**src/rtl/phase_pkg.sv**
```systemverilog
// phase_pkg: phase indices, monitor FSM states and strobe-sample classes
package phase_pkg;
    localparam logic [1:0] PH_FT = 2'd0;
    localparam logic [1:0] PH_DC = 2'd1;
    localparam logic [1:0] PH_EX = 2'd2;
    localparam logic [1:0] PH_WB = 2'd3;
    typedef enum logic [1:0] {SEARCH, ACQUIRE, LOCK} state_t;
    typedef enum logic [1:0] {ZERO, ONE, MULTI} class_t;
endpackage

```
**src/rtl/phase_classify.sv**
```systemverilog
// phase_classify: sorts a {FT,DC,EX,WB} strobe vector into ZERO/ONE/MULTI and a phase index
module phase_classify
    import phase_pkg::*;
(
    input  logic [3:0] strobes,
    output class_t     cls,
    output logic [1:0] idx
);
    logic [2:0] ones;
    always_comb begin
        ones = 3'($countones(strobes));
        cls  = ones == 3'd0 ? ZERO : ones == 3'd1 ? ONE : MULTI;
        idx  = strobes[3] ? PH_FT : strobes[2] ? PH_DC : strobes[1] ? PH_EX : PH_WB;
    end
endmodule

```
**src/rtl/phase_monitor.sv**
```systemverilog
// phase_monitor: checks FT->DC->EX->WB strobe rotation, reports lock, stage, retire and error counts
// PHASE_MON_STICKY_ERR_EN adds CLR_ERR and ERR_STICKY
module phase_monitor
    import phase_pkg::*;
#(
    parameter int LOCK_CYCLES = 4,
    parameter int CNT_W       = 16,
    parameter int ERR_W       = 8
) (
    input  logic             CLK,
    input  logic             RST_N,
    input  logic             CLK_FT,
    input  logic             CLK_DC,
    input  logic             CLK_EX,
    input  logic             CLK_WB,
    output logic [1:0]       STAGE,
    output logic             LOCKED,
    output logic [CNT_W-1:0] INSTR_CNT,
    output logic             ERR_ONEHOT,
    output logic             ERR_SEQ,
    output logic [ERR_W-1:0] ERR_CNT
`ifdef PHASE_MON_STICKY_ERR_EN
    ,
    input  logic             CLR_ERR,
    output logic             ERR_STICKY
`endif
);
    localparam int RW = $clog2(LOCK_CYCLES + 1);
    state_t        state;
    class_t        cls;
    logic [1:0]    idx;
    logic [RW-1:0] run;
    logic          in_order, e_one, e_seq, err;
    logic [ERR_W-1:0] cnt_inc, cnt_nxt;
    phase_classify u_classify (
        .strobes({CLK_FT, CLK_DC, CLK_EX, CLK_WB}),
        .cls    (cls),
        .idx    (idx)
    );
    always_comb begin
        in_order = idx == STAGE + 2'd1;
        e_one    = state == SEARCH ? cls == MULTI : cls != ONE;
        e_seq    = state != SEARCH && cls == ONE && !in_order;
        err      = e_one | e_seq;
        cnt_inc  = &ERR_CNT ? ERR_CNT : ERR_CNT + 1'b1;
`ifdef PHASE_MON_STICKY_ERR_EN
        cnt_nxt  = err ? (CLR_ERR ? ERR_W'(1) : cnt_inc) : (CLR_ERR ? '0 : ERR_CNT);
`else
        cnt_nxt  = err ? cnt_inc : ERR_CNT;
`endif
    end
    always_ff @(posedge CLK or negedge RST_N) begin
        if (!RST_N) begin
            state      <= SEARCH;
            run        <= '0;
            STAGE      <= PH_FT;
            LOCKED     <= 1'b0;
            INSTR_CNT  <= '0;
            ERR_ONEHOT <= 1'b0;
            ERR_SEQ    <= 1'b0;
            ERR_CNT    <= '0;
        end else begin
            ERR_ONEHOT <= e_one;
            ERR_SEQ    <= e_seq;
            ERR_CNT    <= cnt_nxt;
            STAGE      <= cls == ONE ? idx : STAGE;
            case (state)
                SEARCH: if (cls == ONE) begin
                    run   <= RW'(1);
                    state <= ACQUIRE;
                end
                ACQUIRE: if (cls != ONE) state <= SEARCH;
                else if (!in_order) run <= RW'(1);
                else begin
                    run <= run + 1'b1;
                    if (run + 1'b1 == RW'(LOCK_CYCLES)) begin
                        state  <= LOCK;
                        LOCKED <= 1'b1;
                    end
                end
                default: if (err) begin
                    state  <= SEARCH;
                    LOCKED <= 1'b0;
                end else if (idx == PH_WB) INSTR_CNT <= INSTR_CNT + 1'b1;
            endcase
        end
    end
`ifdef PHASE_MON_STICKY_ERR_EN
    always_ff @(posedge CLK or negedge RST_N) begin
        if (!RST_N) ERR_STICKY <= 1'b0;
        else ERR_STICKY <= err | (ERR_STICKY & ~CLR_ERR);
    end
`endif
endmodule

```
**config.mk**
```make
export PLATFORM = sky130hd
export DESIGN_NAME = phase_monitor
export DESIGN_NICKNAME = d
export VERILOG_FILES = /design/src/rtl/phase_pkg.sv /design/src/rtl/phase_classify.sv /design/src/rtl/phase_monitor.sv
export SDC_FILE = /design/constraint.sdc
export NUM_CORES = 1
export LEC_CHECK = 0
export ABC_AREA = 1
export CELL_PAD_IN_SITES_DETAIL_PLACEMENT = 1
export CELL_PAD_IN_SITES_GLOBAL_PLACEMENT = 2
export CORE_ASPECT_RATIO = 1.5
export CORE_MARGIN = 4
export CORE_UTILIZATION = 33
export CTS_BUF_LIST = sky130_fd_sc_hd__clkbuf_8
export CTS_CLUSTER_DIAMETER = 50
export DETAILED_ROUTE_END_ITERATION = 8
export PLACE_DENSITY = 0.83
export SLEW_MARGIN = 20
export SYNTH_ARGS = -nofsm -noshare
export SYNTH_HDL_FRONTEND = slang
export SYNTH_SLANG_ARGS = --single-unit
```
**constraint.sdc**
```tcl
create_clock -name CLK -period 1.85 [get_ports CLK]
set_input_delay 0.37 -clock CLK [delete_from_list [all_inputs] [get_ports CLK]]
set_output_delay 0.37 -clock CLK [all_outputs]
set_load 0.02 [all_outputs]
```
== Yosys cells after proc, flatten, opt, wreduce, memory -nomap -nowiden ==
Index checks and enable logic that the tools add are counted.

* Shifts and indexed selects: 0
* $mul: 0
* Equality and inequality tests: 14
* Bitwise gates (word level): 5
* $lt $le $gt $ge: 0
* Div/mod/pow operators: 0
* Reductions and logical operators: 16
* Mux-type cells: 21
* $add $sub $neg: 7

{| class="wikitable"
|+ Operators by type and width
! cell !! number
|-
| $mux W2 || 9
|-
| $add A16 B1 Y16 const B || 1
|-
| $mux W3 || 3
|-
| $add A8 B1 Y8 const B || 1
|-
| $reduce_and A8 Y1 || 1
|-
| $mux W1 || 6
|-
| $ne A2 B2 Y1 const B || 3
|-
| $ne A3 B3 Y1 const B || 2
|-
| $pmux W3 S2 || 1
|-
| $reduce_and A3 Y1 || 2
|-
| $reduce_bool A2 Y1 || 3
|-
| $reduce_and A5 Y1 || 1
|-
| $add A1 B1 Y2 || 2
|-
| $eq A2 B1 Y1 const B || 2
|-
| $eq A2 B2 Y1 const B || 2
|-
| $ne A2 B1 Y1 const B || 2
|-
| $not A1 Y1 || 4
|-
| $pmux W2 S2 || 1
|-
| $reduce_and A4 Y1 || 1
|-
| $add A3 B1 Y3 const B || 1
|-
| $add A3 B3 Y3 || 1
|-
| $eq A3 B1 Y1 const B || 1
|-
| $eq A3 B3 Y1 const B || 1
|-
| $logic_not A3 Y1 || 1
|-
| other kinds (10) || 11
|}

* Input port bits: 6
* Output and inout port bits: 29
* Bits in latches: 0
* Memory bits (writable): 0
* Bits in read-only memories: 0
* Register bits: 34
* Logic and storage cells: 71
* Memories: 0

== Logic depth before layout (Yosys ltp) ==
* Depth in word-level cells: 11
* Depth in mapped cells: 14
* Gate-level depth less buffers: 13

== Hierarchy ==
Synthesis repeated with hierarchy kept, for this count alone.

* Cells, all modules: 271
* Area total of the unflattened synthesis: 2,072.0 um2

{| class="wikitable"
|+ Modules (own cells, without submodules)
! module !! cells an instance !! seq. area each (um2) !! area each (um2) !! times used
|-
| phase_monitor || 252 || 850.8 || 1,965.6 || 1
|-
| phase_classify || 19 || 0.0 || 106.4 || 1
|}

== Least setup slack after synthesis ==
No wires, ideal clock.

* Kind: input to register
* From: in CLK_FT
* To: reg INSTR_CNT[9]
* Arrival: 2,327 ps
* Cell stages on the path: 13
* Required time: 1,734 ps
* Buffers on the path: 1
* Slack: -593 ps
* Setup time: 116 ps
* Cell sequence: inv_1 > ha_1 > ha_1 > fa_1 > nor3_4 > inv_2 > nor2_4 > nand2_4 > nand3_4 > inv_6 > buf_4 > nand3_1 > nand2_2

* Word-level cells in the longest chain between the ends: 11
* Elaborated cells between the ends (all ways): 19
* Classes of those cells: add/sub (2); eq/ne (6); mux (4); bitwise (2); reduce/logical (5)

{| class="wikitable"
|+ RTL lines
! what !! line !! RTL
|-
| from (decl) || phase_monitor.sv:12 || <nowiki>input logic CLK_FT,</nowiki>
|-
| $add A1 B1 Y2 (implied by the code) || phase_classify.sv:11 || <nowiki>ones = 3'($countones(strobes));</nowiki>
|-
| $add A3 B3 Y3 (implied by the code) || phase_classify.sv:11 ||
|-
| $eq A3 B1 Y1 || phase_classify.sv:12 || <nowiki>cls = ones == 3'd0 ? ZERO : ones == 3'd1 ? ONE : MULTI;</nowiki>
|-
| $mux W2 (2 in a row) || phase_classify.sv:12 ||
|-
| $eq A2 B1 Y1 || phase_monitor.sv:43 || <nowiki>e_seq = state != SEARCH && cls == ONE && !in_order;</nowiki>
|-
| $logic_and A1 B1 Y1 (2 in a row) || phase_monitor.sv:43 ||
|-
| $or A1 B1 Y1 || phase_monitor.sv:44 || <nowiki>err = e_one | e_seq;</nowiki>
|-
| $not A1 Y1 (no source line) || n/a ||
|-
| $reduce_and A3 Y1 (no source line) (*) || n/a ||
|-
| to (signal assigned) || phase_monitor.sv:84 || <nowiki>end else if (idx == PH_WB) INSTR_CNT <= INSTR_CNT + 1'b1;</nowiki>
|-
| to (decl) || phase_monitor.sv:18 || <nowiki>output logic [CNT_W-1:0] INSTR_CNT,</nowiki>
|}

Every way passes the cells marked *; elsewhere a longest branch is shown, timed or not.
A chain may end at the register's enable or synchronous reset.

== Final worst setup path ==
* From: in CLK_DC
* To: reg INSTR_CNT[7]

* Word-level cells in the longest chain between the ends: 11
* Elaborated cells between the ends (all ways): 20
* Classes of those cells: add/sub (2); eq/ne (6); mux (5); bitwise (2); reduce/logical (5)

{| class="wikitable"
|+ RTL lines
! what !! line !! RTL
|-
| from (decl) || phase_monitor.sv:13 || <nowiki>input logic CLK_DC,</nowiki>
|-
| $add A1 B1 Y2 (implied by the code) || phase_classify.sv:11 ||
|-
| $add A3 B3 Y3 (implied by the code) || phase_classify.sv:11 ||
|-
| $eq A3 B1 Y1 || phase_classify.sv:12 ||
|-
| $mux W2 (2 in a row) || phase_classify.sv:12 ||
|-
| $eq A2 B1 Y1 || phase_monitor.sv:43 ||
|-
| $logic_and A1 B1 Y1 (2 in a row) || phase_monitor.sv:43 ||
|-
| $or A1 B1 Y1 || phase_monitor.sv:44 ||
|-
| $not A1 Y1 (no source line) || n/a ||
|-
| $reduce_and A3 Y1 (no source line) (*) || n/a ||
|}

Marks and branches as above.

==> flow_metrics.tcl <==
set metrics [dict create \
    rr_worst_depth 6 \
    max-slew-margin-rel_pct 68.3 \
    use_met2_pct 31.2 \
    fp-row-count 35 \
    syn_avg_cell_area_sq_um 8.41 \
    die_h_microns 106 \
    max_stage_delay_ps 470 \
    gp_congestion 0.777 \
    wl_per_cell_microns 14.9 \
    final_cell_mix "nand2_1 (50), dfrtp_1 (34), clkdlybuf4s50_1 (29), nand2_2 (25), buf_4 (21)" \
    clkPwrFrac_pct 27.2 \
    synth-seq-cells 34 \
    instances_no_fill 396 \
    clock_skew_ps 7.85 \
    clk-insertion-delay-late_ps 290 \
    cp_data_required_time_ps 2040 \
    period_share_pct 112 \
    violations "setup timing" \
    grt_antenna_before_repair 0 \
    p_per_area_mw_per_mm2 1010 \
    hold_viol_final 0 \
    rrSetupSlack_ps 160 \
    crit_type "in2reg" \
    crit_cells 14 \
    swShare_pct 35.8 \
    die_w_microns 73.4 \
    insertedDiodeCount 0 \
    grt_start_max_net_pins 35 \
    ctsLongestPathBuffers 2 \
    p_seq_share_pct 32.2 \
    fin_tns_setup_ps -5230 \
    areaGrowthSynthToFinish_pct 49.8 \
    globalRouteMet3Util_pct 3.31 \
    yosysTopAreaCell "dfrtp_1" \
    pwr-share-comb_pct 40.6 \
    drive_above_1_share_pct 35.4 \
    synthCells 252 \
    report.final.slew_viol_count 0 \
    met1_usage_pct 18.2 \
    hold_path.class "reg2reg" \
    dp_cells 379 \
    grt_pass1_wl_microns 10300 \
    crit_chain "buf_12 > inv_12 > ha_4 > ha_4 > fa_2 > nor3_4 > inv_2 > nor2_4 > nand2_4 > nand3_4 > clkinv_8 > buf_12 > nand3_2 > nand2_2" \
    initial_core_util_pct 34.3 \
    routed_via_density 4.94 \
    clk_pin_slew_ps 80 \
    grt-ovfl-total 0 \
    slowest_stage "fa_2" \
    cts_sinks 34 \
    yosys.cell_types.count 29 \
    synth_top_area_share_pct 40.1 \
    drcViolationCount 0 \
    hpwlAfterDp_microns 4230 \
    drt-initial-drc-count 39 \
    ios 35 \
    vdd.ir_drop.worst_mv 0.546 \
    syn-cell-area_sq_mm 0.00212 \
    dr.pass1.iters 4 \
    yosysSeqAreaShare_pct 40.1 \
    total_power_uw 3200 \
    die_area_sq_mm 0.00780 \
    crit_path_start_kind "input pin" \
    cts_buffers 5 \
    final.min_clock_period_ps 2080 \
    detail-route-antenna-nets 0 \
    grt_pass1_vias 2209 \
    coreArea_sq_mm 0.00617 \
    intPower_uw 2060 \
    cp.buffers_inverters 5 \
    fin_ws_ps -231 \
    num_vias 1958 \
    track_usage_pct 16.8 \
    setup_viol 31 \
    crit_path_end_kind "flop" \
    fmax_ghz 0.481 \
    crit_fanout 8 \
    nets 336 \
    min_path_cells 2 \
    final_core_util_pct 51.4 \
    netSwitchingPower_uw 1150 \
    synth_nets 267 \
    max-cap-violations 0 \
    cts_tree "built" \
    ys_top_cells_by_area "dfrtp_1 (40%), nand2_1 (9.9%), nand3_1 (7.6%)" \
    portBuffers 34 \
    crit_family "adder cells" \
    rsz0062_at_grt "yes" \
    crit_arrival_ps 2270 \
    routed_wl_microns 5910 \
    status "complete, but fails checks" \
    final_common_cell "nand2_1" \
    cts-root-buf "clkbuf_8" \
    synth_warnings 0 \
    p_leak_uw 0.00144 \
    fin_hold_ws_ps 480 \
    grt-busiest-layer "met2" \
    htreeDepth 2 \
    tightest_slew_ps 476 \
]
==> timing repair <==
item / CTS / global route
cloned: 1 / 0
pin swaps: 22 / 13
setup buffers: 8 / 3
hold buffers: 0 / 0
gates resized for setup: 39 / 18
setup endpoints to repair: 34 / 34
==> per-stage QoR <==
stage                     setup slack (ps)  cell area, sq um
final                                 -231              3170
after global routing                  -338              3170
after CTS                             -394              3140
after detailed placement             -1140              2840
after global placement               -1040              2840
after floorplan                       -434              2240
==> area by class of cell <==
cell class	count	area, sq um
clock inverters	2	60.1
multi-input cells	193	1330
inverters	23	114
flip-flops and latches	34	851
well taps	74	92.6
fillers	730	3000
repair buffers	64	644
clock buffers	6	82.6
==> worst register-to-register path, delay by kind of cell (launching register included) <==
family	cells	cell delay, ps
DFF	1	420
adders and majority gates	1	200
and+or+nand+nor	5	1000
==> worst paths after layout <==
path,startpoint,to
worst max-delay path,CLK_DC,INSTR_CNT[7]
worst max register to register,ERR_CNT[1],ERR_CNT[4]
worst min-delay path,LOCKED,LOCKED
min in group asynchronous,RST_N,INSTR_CNT[5]
worst min register to register,LOCKED,LOCKED
max in group asynchronous,RST_N,ERR_CNT[3]
==> cells by family after synthesis <==
kind of cell	after synthesis	synth area share [%]
buf+inv	26	5.84
xor+xnor	22	9.09
flops	34	40.1
compound gates	11	3.13
fa+ha+maj	9	5.67
simple gates	150	36.1
==> power groups by stage <==
stage	sequential, uW	combinational, uW	clock (uW)
after global placement	1040	1140	0
final	1030	1300	872
after global routing	1060	1430	926
after floorplan	1140	563	0
after detailed placement	1050	1160	0
after CTS	1030	1290	887
==> metal layers <==
metal / up-vias / part of all wire [%]
met5: - / 0
met2: 36 / 56
met4: 0 / 2.2
met1: 960 / 37
met3: 13 / 4.1
li1: 949 / -
==> synth_stat cells (all sizes together) <==
master	instances
nand3	34
a21oi	3
dfrtp	34
o21ai	6
xor2	14
fa	1
nand2	81
nor3	10
a22o	2
nor2	21
ha	8
xnor2	8
nand4	3
buf	3
inv	23
and3	1
==> registers in the layout, indices dropped and copies added (netlist names) <==
name	flops
INSTR_CNT	16
ERR_CNT	8
run	3
STAGE	2
state	2
ERR_ONEHOT	1
ERR_SEQ	1
LOCKED	1
No activity file was read; power rests on OpenSTA's default activity.
